<file path="src/rtl/div_unit.sv">
// Iterative 32-bit integer divider (DIV/DIVU/REM/REMU), one quotient bit per cycle.
// Define DIV_EARLY_OUT_EN to finish divide-by-zero and signed-overflow ops one cycle after start.
module div_unit (
  input  logic        i_clk,
  input  logic        i_rst,
  input  logic        i_start,
  input  logic [1:0]  i_div_op,
  input  logic [31:0] i_operand_a,
  input  logic [31:0] i_operand_b,
  output logic        o_busy,
  output logic        o_valid,
  output logic [31:0] o_div_data
);

  localparam logic [1:0] ST_IDLE = 2'd0;
  localparam logic [1:0] ST_CALC = 2'd1;
  localparam logic [1:0] ST_DONE = 2'd2;

  logic [1:0]  r_state;
  logic [4:0]  r_cnt;
  logic [31:0] r_rem;
  logic [31:0] r_quo;
  logic [31:0] r_divisor;
  logic        r_is_rem;
  logic        r_neg_q;
  logic        r_neg_r;
  logic        r_special;
  logic [31:0] r_special_res;
  logic [31:0] r_result;

  logic [1:0]  w_state_nxt;
  logic        w_signed;
  logic        w_a_neg;
  logic        w_b_neg;
  logic [31:0] w_a_mag;
  logic [31:0] w_b_mag;
  logic        w_div_zero;
  logic        w_ovf;
  logic        w_special;
  logic [31:0] w_special_res;
  logic [32:0] w_shift;
  logic [32:0] w_diff;
  logic        w_ge;
  logic [31:0] w_rem_nxt;
  logic [31:0] w_quo_nxt;
  logic [31:0] w_quo_fix;
  logic [31:0] w_rem_fix;
  logic [31:0] w_calc_res;

  // Operand decode at acceptance; op bit 0 selects unsigned, bit 1 selects remainder.
  always_comb begin
    w_signed   = ~i_div_op[0];
    w_a_neg    = w_signed & i_operand_a[31];
    w_b_neg    = w_signed & i_operand_b[31];
    w_a_mag    = w_a_neg ? (32'd0 - i_operand_a) : i_operand_a;
    w_b_mag    = w_b_neg ? (32'd0 - i_operand_b) : i_operand_b;
    w_div_zero = (i_operand_b == 32'd0);
    w_ovf      = w_signed & (i_operand_a == 32'h8000_0000) & (i_operand_b == 32'hFFFF_FFFF);
    w_special  = w_div_zero | w_ovf;
    if (w_div_zero) begin
      w_special_res = i_div_op[1] ? i_operand_a : 32'hFFFF_FFFF;
    end else begin
      w_special_res = i_div_op[1] ? 32'h0 : 32'h8000_0000;
    end
  end

  // Restoring step: the remainder stays below the divisor, so bit 32 of the difference is
  // exactly the borrow.
  always_comb begin
    w_shift    = {1'b0, r_rem} << 1;
    w_shift[0] = r_quo[31];
    w_diff     = w_shift - {1'b0, r_divisor};
    w_ge       = ~w_diff[32];
    w_rem_nxt  = w_ge ? w_diff[31:0] : w_shift[31:0];
    w_quo_nxt  = {r_quo[30:0], w_ge};
    w_quo_fix  = r_neg_q ? (32'd0 - w_quo_nxt) : w_quo_nxt;
    w_rem_fix  = r_neg_r ? (32'd0 - w_rem_nxt) : w_rem_nxt;
    w_calc_res = r_is_rem ? w_rem_fix : w_quo_fix;
  end

  always_comb begin
    w_state_nxt = r_state;
    case (r_state)
      ST_IDLE: begin
        if (i_start) begin
`ifdef DIV_EARLY_OUT_EN
          w_state_nxt = w_special ? ST_DONE : ST_CALC;
`else
          w_state_nxt = ST_CALC;
`endif
        end
      end
      ST_CALC: begin
        if (r_cnt == 5'd31) begin
          w_state_nxt = ST_DONE;
        end
      end
      ST_DONE: w_state_nxt = ST_IDLE;
      default: w_state_nxt = ST_IDLE;
    endcase
  end

  always_ff @(posedge i_clk or posedge i_rst) begin
    if (i_rst) begin
      r_state       <= ST_IDLE;
      r_cnt         <= 5'd0;
      r_rem         <= 32'd0;
      r_quo         <= 32'd0;
      r_divisor     <= 32'd0;
      r_is_rem      <= 1'b0;
      r_neg_q       <= 1'b0;
      r_neg_r       <= 1'b0;
      r_special     <= 1'b0;
      r_special_res <= 32'd0;
      r_result      <= 32'd0;
    end else begin
      r_state <= w_state_nxt;
      case (r_state)
        ST_IDLE: begin
          if (i_start) begin
            r_cnt         <= 5'd0;
            r_rem         <= 32'd0;
            r_quo         <= w_a_mag;
            r_divisor     <= w_b_mag;
            r_is_rem      <= i_div_op[1];
            r_neg_q       <= w_a_neg ^ w_b_neg;
            r_neg_r       <= w_a_neg;
            r_special     <= w_special;
            r_special_res <= w_special_res;
`ifdef DIV_EARLY_OUT_EN
            if (w_special) begin
              r_result <= w_special_res;
            end
`endif
          end
        end
        ST_CALC: begin
          r_cnt <= r_cnt + 5'd1;
          r_rem <= w_rem_nxt;
          r_quo <= w_quo_nxt;
          if (r_cnt == 5'd31) begin
            r_result <= r_special ? r_special_res : w_calc_res;
          end
        end
        default: ;
      endcase
    end
  end

  assign o_busy     = (r_state != ST_IDLE);
  assign o_valid    = (r_state == ST_DONE);
  assign o_div_data = r_result;

endmodule

</file>
<file path="config.mk">
export PLATFORM = sky130hd
export DESIGN_NAME = div_unit
export DESIGN_NICKNAME = d
export VERILOG_FILES = /design/src/rtl/div_unit.sv
export SDC_FILE = /design/constraint.sdc
export NUM_CORES = 1
export LEC_CHECK = 0
export CORE_UTILIZATION = 25
export DETAILED_ROUTE_END_ITERATION = 7
export PLACE_DENSITY_LB_ADDON = 0.05
export SKIP_LAST_GASP = 1
export SYNTH_ARGS = -nofsm -noshare
export SYNTH_HDL_FRONTEND = slang
export SYNTH_SLANG_ARGS = --single-unit
</file>
<file path="constraint.sdc">
create_clock -name i_clk -period 17.28 [get_ports i_clk]
set_clock_uncertainty 0.1 [all_clocks]
set_input_delay 2.592 -clock i_clk [delete_from_list [all_inputs] [get_ports i_clk]]
set_output_delay 2.592 -clock i_clk [all_outputs]
set_load 0.05 [all_outputs]
</file>
==> key figures, run 1 <==
Global route
  – GRT Total Usage: between 20% and 30%
  – Initial antenna violation count: 2
  – Congestion Overflow GR: 0
  – Pin count of the biggest net entering global routing: 86
  – Global-route wire length before repair: between 80000 and 90000 µm
  – Vias in the first global route: between 10000 and 15000

Drt
  – Wirelength per Cell: about 23 µm
  – Detailed-route via count: ~13000
  – Detailed Route WL: approximately 55000 µm
  – Initial DRC Count: approximately 1100
  – Vias/cell: about 5.3
  – DRC Markers: 0
  – DRT Pass-1 Iters: 5
  – Antenna Nets Post-Route: 0

Finish
  – Multi-input logic area: just over 8000 µm²
  – Fin nets: approximately 1800
  – Share of layout cells above drive strength 1: 5.54%
  – Area Overhead vs Synth: 16.8%
  – Non-filler cells, final: between 2000 and 2500
  – FF/Latch Area: approximately 4300 µm²
  – ANT cells: 0
  – Filler Cells Inserted: roughly 5600

STA
  – TNS Setup: 0 ns
  – Max Slew Vio Count: 0
  – Least-Margin Pin Slew: between 1 and 1.5 ns
  – Final Hold Viols: 0
  – Minimum clock period: roughly 6.7 ns
  – Rel. slew slack: about a quarter
  – Fmax: between 100 and 150 MHz
  – Setup ws final: 10.58 ns
  – Final setup violation count: 0
  – Final period util: 38.8%
  – RSZ-0062 raised after global routing: false

CTS
  – Clock Tree Root: clkbuf_16
  – CTS tree: done
  – Post-CTS setup buffer count: 0
  – # resized after CTS: 0
  – Longest Clk Path Bufs: 2
  – Clock sinks: 171
  – Num CTS Buffers: 17
  – CTS H-Tree Depth: 4
  – Worst skew pair latency: about 0.50 ns
  – Cts-stage hold buffer count: 0
  – Clock Pin Slew Worst Setup and Hold Paths: 0.07 ns

Yosys
  – EDFF count, synth: 0
  – Top FF cell, synth: dfrtp_1
  – Top-count cell post-synth: o21ai_0
  – Yosys top cell by area: dfrtp_1
  – Post-Synth XOR/XNOR Area: 8.81%
  – Multiplexer share of the synthesized area: 3.28%
  – Area contributors post-synth: dfrtp_1, o21ai_0, nand2_1
  – Asr flop ratio synth: 100%
  – Synth Area in Compound Gates: 27.3%
  – Post-Syn Area: 13100 µm²
  – Synth Register Bits: 171
  – Avg Cell Area, Syn: about 8.1 µm²
  – Post-Synth Adder-Cell Area: 3.87%
  – Synth unique cells: between 80 and 90
  – Simple-Gate Fraction of Synth Area: 19.2%
  – Synth Instances: roughly 1600
  – Register area share after synthesis: between 30% and 40%
  – Syn nets: ~1700
  – Top-area cell type share of the netlist area: 32.6%
  – Most frequent cells after synthesis: o21ai_0, nand2_1, dfrtp_1, a21oi_1, nor2_1
  – Yosys warns: 0
  – Largest family of logic cells by synthesized area: compound AO/OA/AOI/OAI gates

Run
  – Total of max-cap violations: 0

Setup path
  – CP startpoint kind: register
  – CP required: ~18 ns
  – Critical Path End Type: register
  – Type of the worst setup path: register to register
  – Critical Path, Cell by Cell: inv_1 > ha_1 > inv_1 > fa_1 > a211oi_2 > o21a_1 > a211oi_4 > o2111ai_2 > mux2_4 > nor2_4 > buf_4 > inv_2 > a21oi_1 > ha_1 > nand4b_1 > nor4_1 > a32oi_1 > a21o_1 > o31ai_1 > xnor2_1 > o22ai_1
  – Crit Path Max Fanout: a little over 50
  – CP Buf/Inv Count: 4
  – Slowest cell on the critical path: nor4_1
  – Delay of the slowest critical-path stage: approximately 0.62 ns
  – Top cell family by delay on the critical path: compound AO/OA/AOI/OAI gates
  – Critical Path AT: roughly 7.0 ns

Placed design
  – Detailed placement HPWL: ~43000 µm
  – Placed cell count: between 2000 and 2500
  – Port bufs: between 100 and 150
  – Gpl congestion: between 0.8 and 0.9
  – Post-placement setup slack: 10.60 ns

Floorplan
  – Starting density of the core: between 20% and 30%
  – Core Area: just over 50000 µm²
  – Chip Height: 231 µm
  – # IOs: 103
  – Die span in x: 231 µm
  – Die Area: 53400 µm²
  – FP Rows: 83

Min path
  – Worst Hold Class: register to register

Outcome
  – Status: finished clean
[kinds of logic (layout without fill, tap and decap cells)]
| kind of cell | after synthesis | in the layout |
|---|---|---|
| AOI/OAI and AO/OA | 564 | 564 |
| and+or+nand+nor | 512 | 512 |
| DFF | 171 | 171 |
| buffers and inverters | 164 | 220 |
| xor gates and xnor gates | 132 | 132 |
| muxes | 41 | 41 |
| adders and majority gates | 40 | 40 |
[tightest hold or removal path, stage by stage, from the launching register on]
cell and delay, ns:
dfrtp_1 0.34, nand2_1 0.04, o21ai_0 0.06
[flip-flops by register name, summed over array words and instances (netlist names)]
signal	count
r_quo	32
r_state	2
r_is_rem	1
r_special_res	32
r_divisor	32
r_rem	32
o_div_data	32
r_special	1
r_neg_r	1
r_cnt	5
r_neg_q	1
[layout by cell type (no fill, tap or decap), drive strengths merged, types with 34 or more instances in the layout]
cell type / n
a21oi: 111
a22oi: 34
clkdlybuf4s50: 102
dfrtp: 171
ha: 39
inv: 71
nand2: 173
nand3: 55
nor2: 86
nor2b: 35
nor3: 36
o21ai: 201
o31ai: 59
xnor2: 69
xor2: 63
[layer usage]
metal,part of all wire [%],track usage [%],vias up
met5,0.042,0,-
met4,1.9,6.17,4
met3,4.8,4.16,55
met2,42,29.8,324
met1,51,31.8,6121
li1,-,-,6042
[area by class of cell]
class                      instances  area share (%)
inverter                          64            1.60
tap                              680            5.55
clock buffer                      20            2.98
clock inverter                    12           0.669
timing repair buffer             124            7.74
sequential                       171            27.9
multi-input combinational       1289            53.6
[final timing paths]
check / start / endpoint / slack, ns / depth (start not counted)
setup / recovery: r_quo[31] / o_div_data[28] / 10.58 / 21
hold / removal: r_divisor[16] / r_divisor[16] / 0.38 / 2
min in group asynchronous: i_rst / r_divisor[19] / 2.42 / 2
hold reg to reg: r_divisor[16] / r_divisor[16] / 0.38 / 2
max in group asynchronous: i_rst / o_div_data[8] / 13.18 / 3
setup reg to reg: r_quo[31] / o_div_data[28] / 10.58 / 21
[metrics by stage]
step           utilization [%]  hold slack (ns)  cell area (µm²)
2_1_floorplan                -            0.340            13100
3_3_place_gp              28.6            0.365            14800
3_5_place_dp              28.6            0.374            14800
4_1_cts                   29.7            0.388            15300
5_1_grt                   29.7            0.412            15300
6_report                  29.7            0.384            15300
Power of run 1 is left out: the tool's default activity adds up to more than one toggle a clock period on the data nets, which glitch-free logic cannot reach.
==> run 2: changes to the inputs <==
==> constraint.sdc (replaced) <==
create_clock -name i_clk -period 6.2 [get_ports i_clk]
set_clock_uncertainty 0.1 [all_clocks]
set_input_delay 0.93 -clock i_clk [delete_from_list [all_inputs] [get_ports i_clk]]
set_output_delay 0.93 -clock i_clk [all_outputs]
set_load 0.05 [all_outputs]
==> key figures, run 2 (same netlist as run 1, synthesis figures left out) <==
Outcome
  – Status: finished clean

Global route
  – Pin count of the biggest net entering global routing: 100 (+16%)
  – GRT Total Usage: 21.2% (+0.036 points)
  – Global-route wire length before repair: 82700 µm (-0.12%)
  – Congestion Overflow GR: 0 (unchanged)
  – Initial antenna violation count: 0 (-2)
  – Vias in the first global route: 12061 (-1.0%)

Placed design
  – Port bufs: 102 (unchanged)
  – Gpl congestion: 0.830 (-4.3%)
  – Placed inst area: 14800 µm² (+0.33%)
  – Detailed placement HPWL: 42800 µm (about the same)

CTS
  – Cts-stage hold buffer count: 0 (unchanged)
  – Clock Pin Slew Worst Setup and Hold Paths: 0.08 ns (about the same)
  – Clock sinks: 171 (unchanged)
  – Longest Clk Path Bufs: 2 (unchanged)
  – CTS H-Tree Depth: 4 (unchanged)
  – Num CTS Buffers: 17 (unchanged)
  – Post-CTS setup buffer count: 0 (unchanged)
  – Clock Tree Root: clkbuf_16
  – CTS tree: done
  – Worst skew pair latency: 0.51 ns (about the same)
  – # resized after CTS: 0 (unchanged)

Setup path
  – Critical Path AT: 5.94 ns (-1.02 ns)
  – Slowest cell on the critical path: a2111oi_0
  – Critical Path, Cell by Cell: ha_1 > a21oi_1 > o21ai_0 > a21o_1 > a2111oi_0 > mux2_4 > nor2_4 > inv_2 > ha_1 > nand2b_1 > nand2b_1 > nand2b_1 > or4_1 > nand2b_1 > o41ai_1 > xnor2_1 > a221oi_1 > o22ai_1
  – CP dominant cell by count: nand2b_1
  – CP startpoint kind: register
  – Top cell family by delay on the critical path: compound AO/OA/AOI/OAI gates
  – CP required: 6.48 ns (-11.06 ns)
  – Type of the worst setup path: register to register
  – CP Buf/Inv Count: 1 (-3)
  – Reg2Reg Setup Slack: 0.54 ns (-10.04 ns)
  – Crit Path Max Fanout: 11 (-78%)
  – Critical Path End Type: register
  – Beginning of the critical path: r_rem[22]
  – Delay of the slowest critical-path stage: 0.60 ns (-0.02 ns)
  – R2r startpoint: r_rem[22]

Min path
  – Worst Hold Class: register to register
  – HP Start: r_special_res[8]

Floorplan
  – Die span in x: 231 µm (unchanged)
  – Die Area: 53400 µm² (unchanged)
  – Starting density of the core: 25.4% (unchanged)
  – # IOs: 103 (unchanged)
  – Chip Height: 231 µm (unchanged)
  – FP Rows: 83 (unchanged)
  – Core Area: 51600 µm² (unchanged)

STA
  – Minimum clock period: 5.66 ns (-1.04 ns)
  – Final Hold Viols: 0 (unchanged)
  – Fmax: 177 MHz (+18%)
  – Final period util: 91.3% (+52 points)
  – Rel. slew slack: 29.0% (+4.2 points)
  – RSZ-0062 raised after global routing: false
  – Hold WS: 0.368 ns (-0.0152 ns)
  – TNS Setup: 0 ns (unchanged)
  – Max Slew Vio Count: 0 (unchanged)
  – Final setup violation count: 0 (unchanged)
  – Least-Margin Pin Slew: 1.04 ns (-0.0852 ns)

Drt
  – Vias/cell: 5.33 (+0.29%)
  – DRC Markers: 0 (unchanged)
  – Detailed Route WL: 55900 µm (+0.95%)
  – DRT Pass-1 Iters: 5 (unchanged)
  – Antenna Nets Post-Route: 0 (unchanged)
  – Wirelength per Cell: 23.7 µm (+0.74%)
  – Detailed-route via count: 12609 (+0.50%)
  – Initial DRC Count: 1032 (-5.7%)

Run
  – Total of max-cap violations: 0 (unchanged)

Finish
  – Most common cell after layout, fill and taps aside: o21ai_0
  – Area Overhead vs Synth: 17.7%
  – Fin nets: 1780 (+0.23%)
  – Share of layout cells above drive strength 1: 5.82% (+0.28 points)
  – Design area: 15400 µm² (+0.74%)
  – Commonest cells after routing, fill and taps aside: o21ai_0, nand2_1, dfrtp_1
-- run 2: changes by cell type in the layout (fill, tap and decap cells not counted) --
cell / before / now
nor2_4: 1 / 2
buf_12: 0 / 1
inv_6: 7 / 3
nor2_2: 1 / 0
or4_1: 13 / 12
or4_2: 0 / 1
diode_2: 0 / 1
clkinv_2: 1 / 0
buf_4: 22 / 25
inv_8: 1 / 2
clkbuf_8: 2 / 1
bufinv_16: 0 / 3
clkinvlp_4: 1 / 3
-- run 2: layout make-up --
type | instances | area [µm²]
antenna | 1 | 2.50
clock buffer | 19 | 443
clock inverter | 13 | 179
fill | 5456 | 36200
inverter | 64 | 245
multi-input combinational | 1289 | 8220
sequential | 171 | 4280
tap | 680 | 851
timing repair buffer | 128 | 1230
-- run 2: path summary, 6_finish.rpt --
kind                                     to  cells past startpoint
setup reg to reg             o_div_data[26]                     18
hold / removal             r_special_res[8]                      2
max in group asynchronous     o_div_data[8]                      3
setup / recovery             o_div_data[26]                     18
min in group asynchronous     r_divisor[24]                      2
hold reg to reg            r_special_res[8]                      2
-- run 2: layer usage --
metal | track usage (%) | vias to the layer above | wire length (µm)
met3 | 4.33 | 58 | 2990
met4 | 7.12 | 0 | 1370
met5 | 0 | - | 0
li1 | - | 6049 | -
met1 | 31.0 | 6145 | 28000
met2 | 30.5 | 357 | 23500
-- run 2: through the flow --
step,utilization [%],cells,worst slack [ns]
floorplan,-,1624,0.538
global placement,28.7,2332,0.598
detailed placement,28.7,2332,0.584
CTS,29.9,2364,0.557
global route,29.9,2364,0.153
finish,29.9,2365,0.540
-- run 2: tightest hold or removal path: cells and delay by family, from the launching register on --
family	cells	cell delay [ns]
flip-flops	1	0.34
AO/OA/AOI/OAI	1	0.05
AND/OR/NAND/NOR	1	0.05
Power of run 2 is left out for the same reason.
==> run 3: changes to the inputs <==
--- a/config.mk
+++ b/config.mk
@@ -5,8 +5,10 @@
 export SDC_FILE = /design/constraint.sdc
 export NUM_CORES = 1
 export LEC_CHECK = 0
-export CORE_UTILIZATION = 25
+export CORE_UTILIZATION = 50
+export CTS_BUF_LIST = sky130_fd_sc_hd__clkbuf_4 sky130_fd_sc_hd__clkbuf_8 sky130_fd_sc_hd__clkbuf_16
 export DETAILED_ROUTE_END_ITERATION = 7
+export HOLD_SLACK_MARGIN = 0.08
 export PLACE_DENSITY_LB_ADDON = 0.05
 export SKIP_LAST_GASP = 1
 export SYNTH_ARGS = -nofsm -noshare
==> key figures, run 3 (same netlist as run 1, synthesis figures left out) <==
Outcome
  – Status: finished clean

Setup path
  – Reg-to-reg endpoint: o_div_data[26]
  – CP dominant cell by count: nand2b_1
  – Critical Path End Type: register
  – Worst r2r path cells: 19 (+1)
  – R2r startpoint: r_rem[22]
  – Delay of the slowest critical-path stage: 0.86 ns (+0.26 ns)
  – CP required: 6.42 ns (-0.06 ns)
  – Slowest cell on the critical path: a2111oi_0
  – Critical Path AT: 6.03 ns (+0.09 ns)
  – Crit Path Max Fanout: 25 (+14)
  – Type of the worst setup path: register to register
  – CP startpoint kind: register
  – Reg2Reg Setup Slack: 0.39 ns (-0.15 ns)
  – Critical Path, Cell by Cell: ha_1 > nand2_1 > o21ai_0 > a21o_1 > a2111oi_0 > mux2_4 > nor2_4 > inv_2 > buf_4 > ha_1 > nand2b_1 > nand2b_1 > nand2b_1 > or4_1 > nand2b_1 > o41ai_1 > xnor2_1 > a221oi_1 > o22ai_1

Drt
  – Wirelength per Cell: 22.0 µm (-6.8%)
  – Vias/cell: 6.31 (+18%)
  – Initial DRC Count: 1388 (+34%)
  – Detailed Route WL: 44200 µm (-21%)
  – DRC Markers: 0 (unchanged)
  – Antenna Nets Post-Route: 0 (unchanged)
  – Detailed-route via count: 12659 (+0.40%)
  – DRT Pass-1 Iters: 8 (+3)

Finish
  – ANT cells: 0 (-1)
  – Most common cell after layout, fill and taps aside: o21ai_0
  – Area Overhead vs Synth: 13.7%
  – Design area: 14900 µm² (-3.4%)
  – Share of layout cells above drive strength 1: 5.37% (-0.45 points)
  – Commonest cells after routing, fill and taps aside: o21ai_0, nand2_1, dfrtp_1
  – Fin nets: 1772 (-0.45%)

STA
  – Final Hold Viols: 0 (unchanged)
  – Setup ws final: 0.389 ns (-0.152 ns)
  – Minimum clock period: 5.81 ns (+0.152 ns)
  – Least-Margin Pin Slew: 1.15 ns (+0.113 ns)
  – Fmax: 172 MHz (-2.6%)
  – Max Slew Vio Count: 0 (unchanged)
  – Rel. slew slack: 23.2% (-5.8 points)
  – Hold WS: 0.374 ns (+0.00544 ns)
  – TNS Setup: 0 ns (unchanged)
  – Final setup violation count: 0 (unchanged)
  – Final period util: 93.7% (+2.4 points)
  – RSZ-0062 raised after global routing: false

Min path
  – Hold depth: 2 (unchanged)
  – Worst Hold Class: register to register
  – Hold EP: r_special_res[4]
  – HP Start: r_special_res[4]

Placed design
  – Detailed placement HPWL: 33600 µm (-21%)
  – Gpl congestion: 0.965 (+16%)
  – Placed inst area: 14300 µm² (-3.5%)
  – Port bufs: 102 (unchanged)
  – Post-placement setup slack: 0.556 ns (-0.0283 ns)

CTS
  – Clock Pin Slew Worst Setup and Hold Paths: 0.08 ns (about the same)
  – # resized after CTS: 0 (unchanged)
  – Num CTS Buffers: 17 (unchanged)
  – CTS tree: done
  – Worst skew pair latency: 0.45 ns (-0.06 ns)
  – Cts-stage hold buffer count: 0 (unchanged)
  – CTS H-Tree Depth: 4 (unchanged)
  – Clock Tree Root: clkbuf_16
  – Longest Clk Path Bufs: 2 (unchanged)
  – Clock sinks: 171 (unchanged)
  – Post-CTS setup buffer count: 0 (unchanged)

Global route
  – Most Crowded Layer GR: met1
  – Vias in the first global route: 11597 (-3.8%)
  – Congestion Overflow GR: 0 (unchanged)
  – Initial antenna violation count: 0 (unchanged)
  – GRT Total Usage: 33.9% (+13 points)
  – Global routing usage on met3: 7.27% (+2.9 points)
  – Pin count of the biggest net entering global routing: 102 (+2.0%)
  – Global-route wire length before repair: 68100 µm (-18%)
  – GR Util met2: 48.7% (+18 points)
  – Met1 GRT Util: 50.8% (+20 points)

Floorplan
  – Die span in x: 164 µm (-29%)
  – Starting density of the core: 51.5% (+26 points)
  – FP Rows: 58 (-30%)
  – Die Area: 26900 µm² (-50%)
  – # IOs: 103 (unchanged)
  – Core Area: 25500 µm² (-51%)
  – Chip Height: 164 µm (-29%)

Run
  – Total of max-cap violations: 0 (unchanged)
-- run 3: cell types whose count changed in the layout (fill, tap and decap cells not counted), sizes merged --
cell	before	now
buf	26	18
diode	1	0
clkinvlp	3	0
clkbuf	19	17
bufinv	3	0
inv	68	74
clkinv	3	5
-- run 3: worst max-delay path by stage --
stage                           to      start  slack, ns  cells past startpoint
floorplan            o_div_data[0]      i_rst       0.54                      1
global placement    o_div_data[26]  r_rem[22]       0.71                     19
detailed placement  o_div_data[26]  r_rem[22]       0.56                     19
CTS                 o_div_data[26]  r_rem[22]       0.51                     19
global route        o_div_data[26]  r_rem[22]       0.05                     19
finish              o_div_data[26]  r_rem[22]       0.39                     19
-- run 3: metal layers --
| layer | share of wire (%) | wire length [µm] |
|---|---|---|
| met5 | 0.24 | 108 |
| met4 | 1.8 | 774 |
| met3 | 9.7 | 4270 |
| met2 | 42 | 18700 |
| met1 | 46 | 20300 |
-- run 3: worst max-delay path, delay by kind of cell, from the launching register on --
| kind | cells | cell delay, ns |
|---|---|---|
| AOI/OAI and AO/OA | 6 | 2.00 |
| and+or+nand+nor | 7 | 1.56 |
| adders and majority gates | 2 | 0.68 |
| DFF | 1 | 0.44 |
| buffers and inverters | 2 | 0.42 |
| muxes | 1 | 0.39 |
| xor gates and xnor gates | 1 | 0.11 |
-- run 3: cell type report --
| type | instances | area (µm²) |
|---|---|---|
| multi-input cells | 1289 | 8210 |
| flip-flops and latches | 171 | 4280 |
| inverters | 64 | 245 |
| clock inverters | 15 | 196 |
| fillers | 2322 | 10500 |
| well taps | 330 | 413 |
| repair buffers | 120 | 1160 |
| clock buffers | 17 | 425 |
-- run 3: per-stage QoR --
stage | util (%) | cells
floorplan | - | 1624
global placement | 56.2 | 1974
detailed placement | 56.2 | 1974
CTS | 58.6 | 2006
global route | 58.6 | 2006
finish | 58.6 | 2006
Power of run 3 is left out for the same reason.
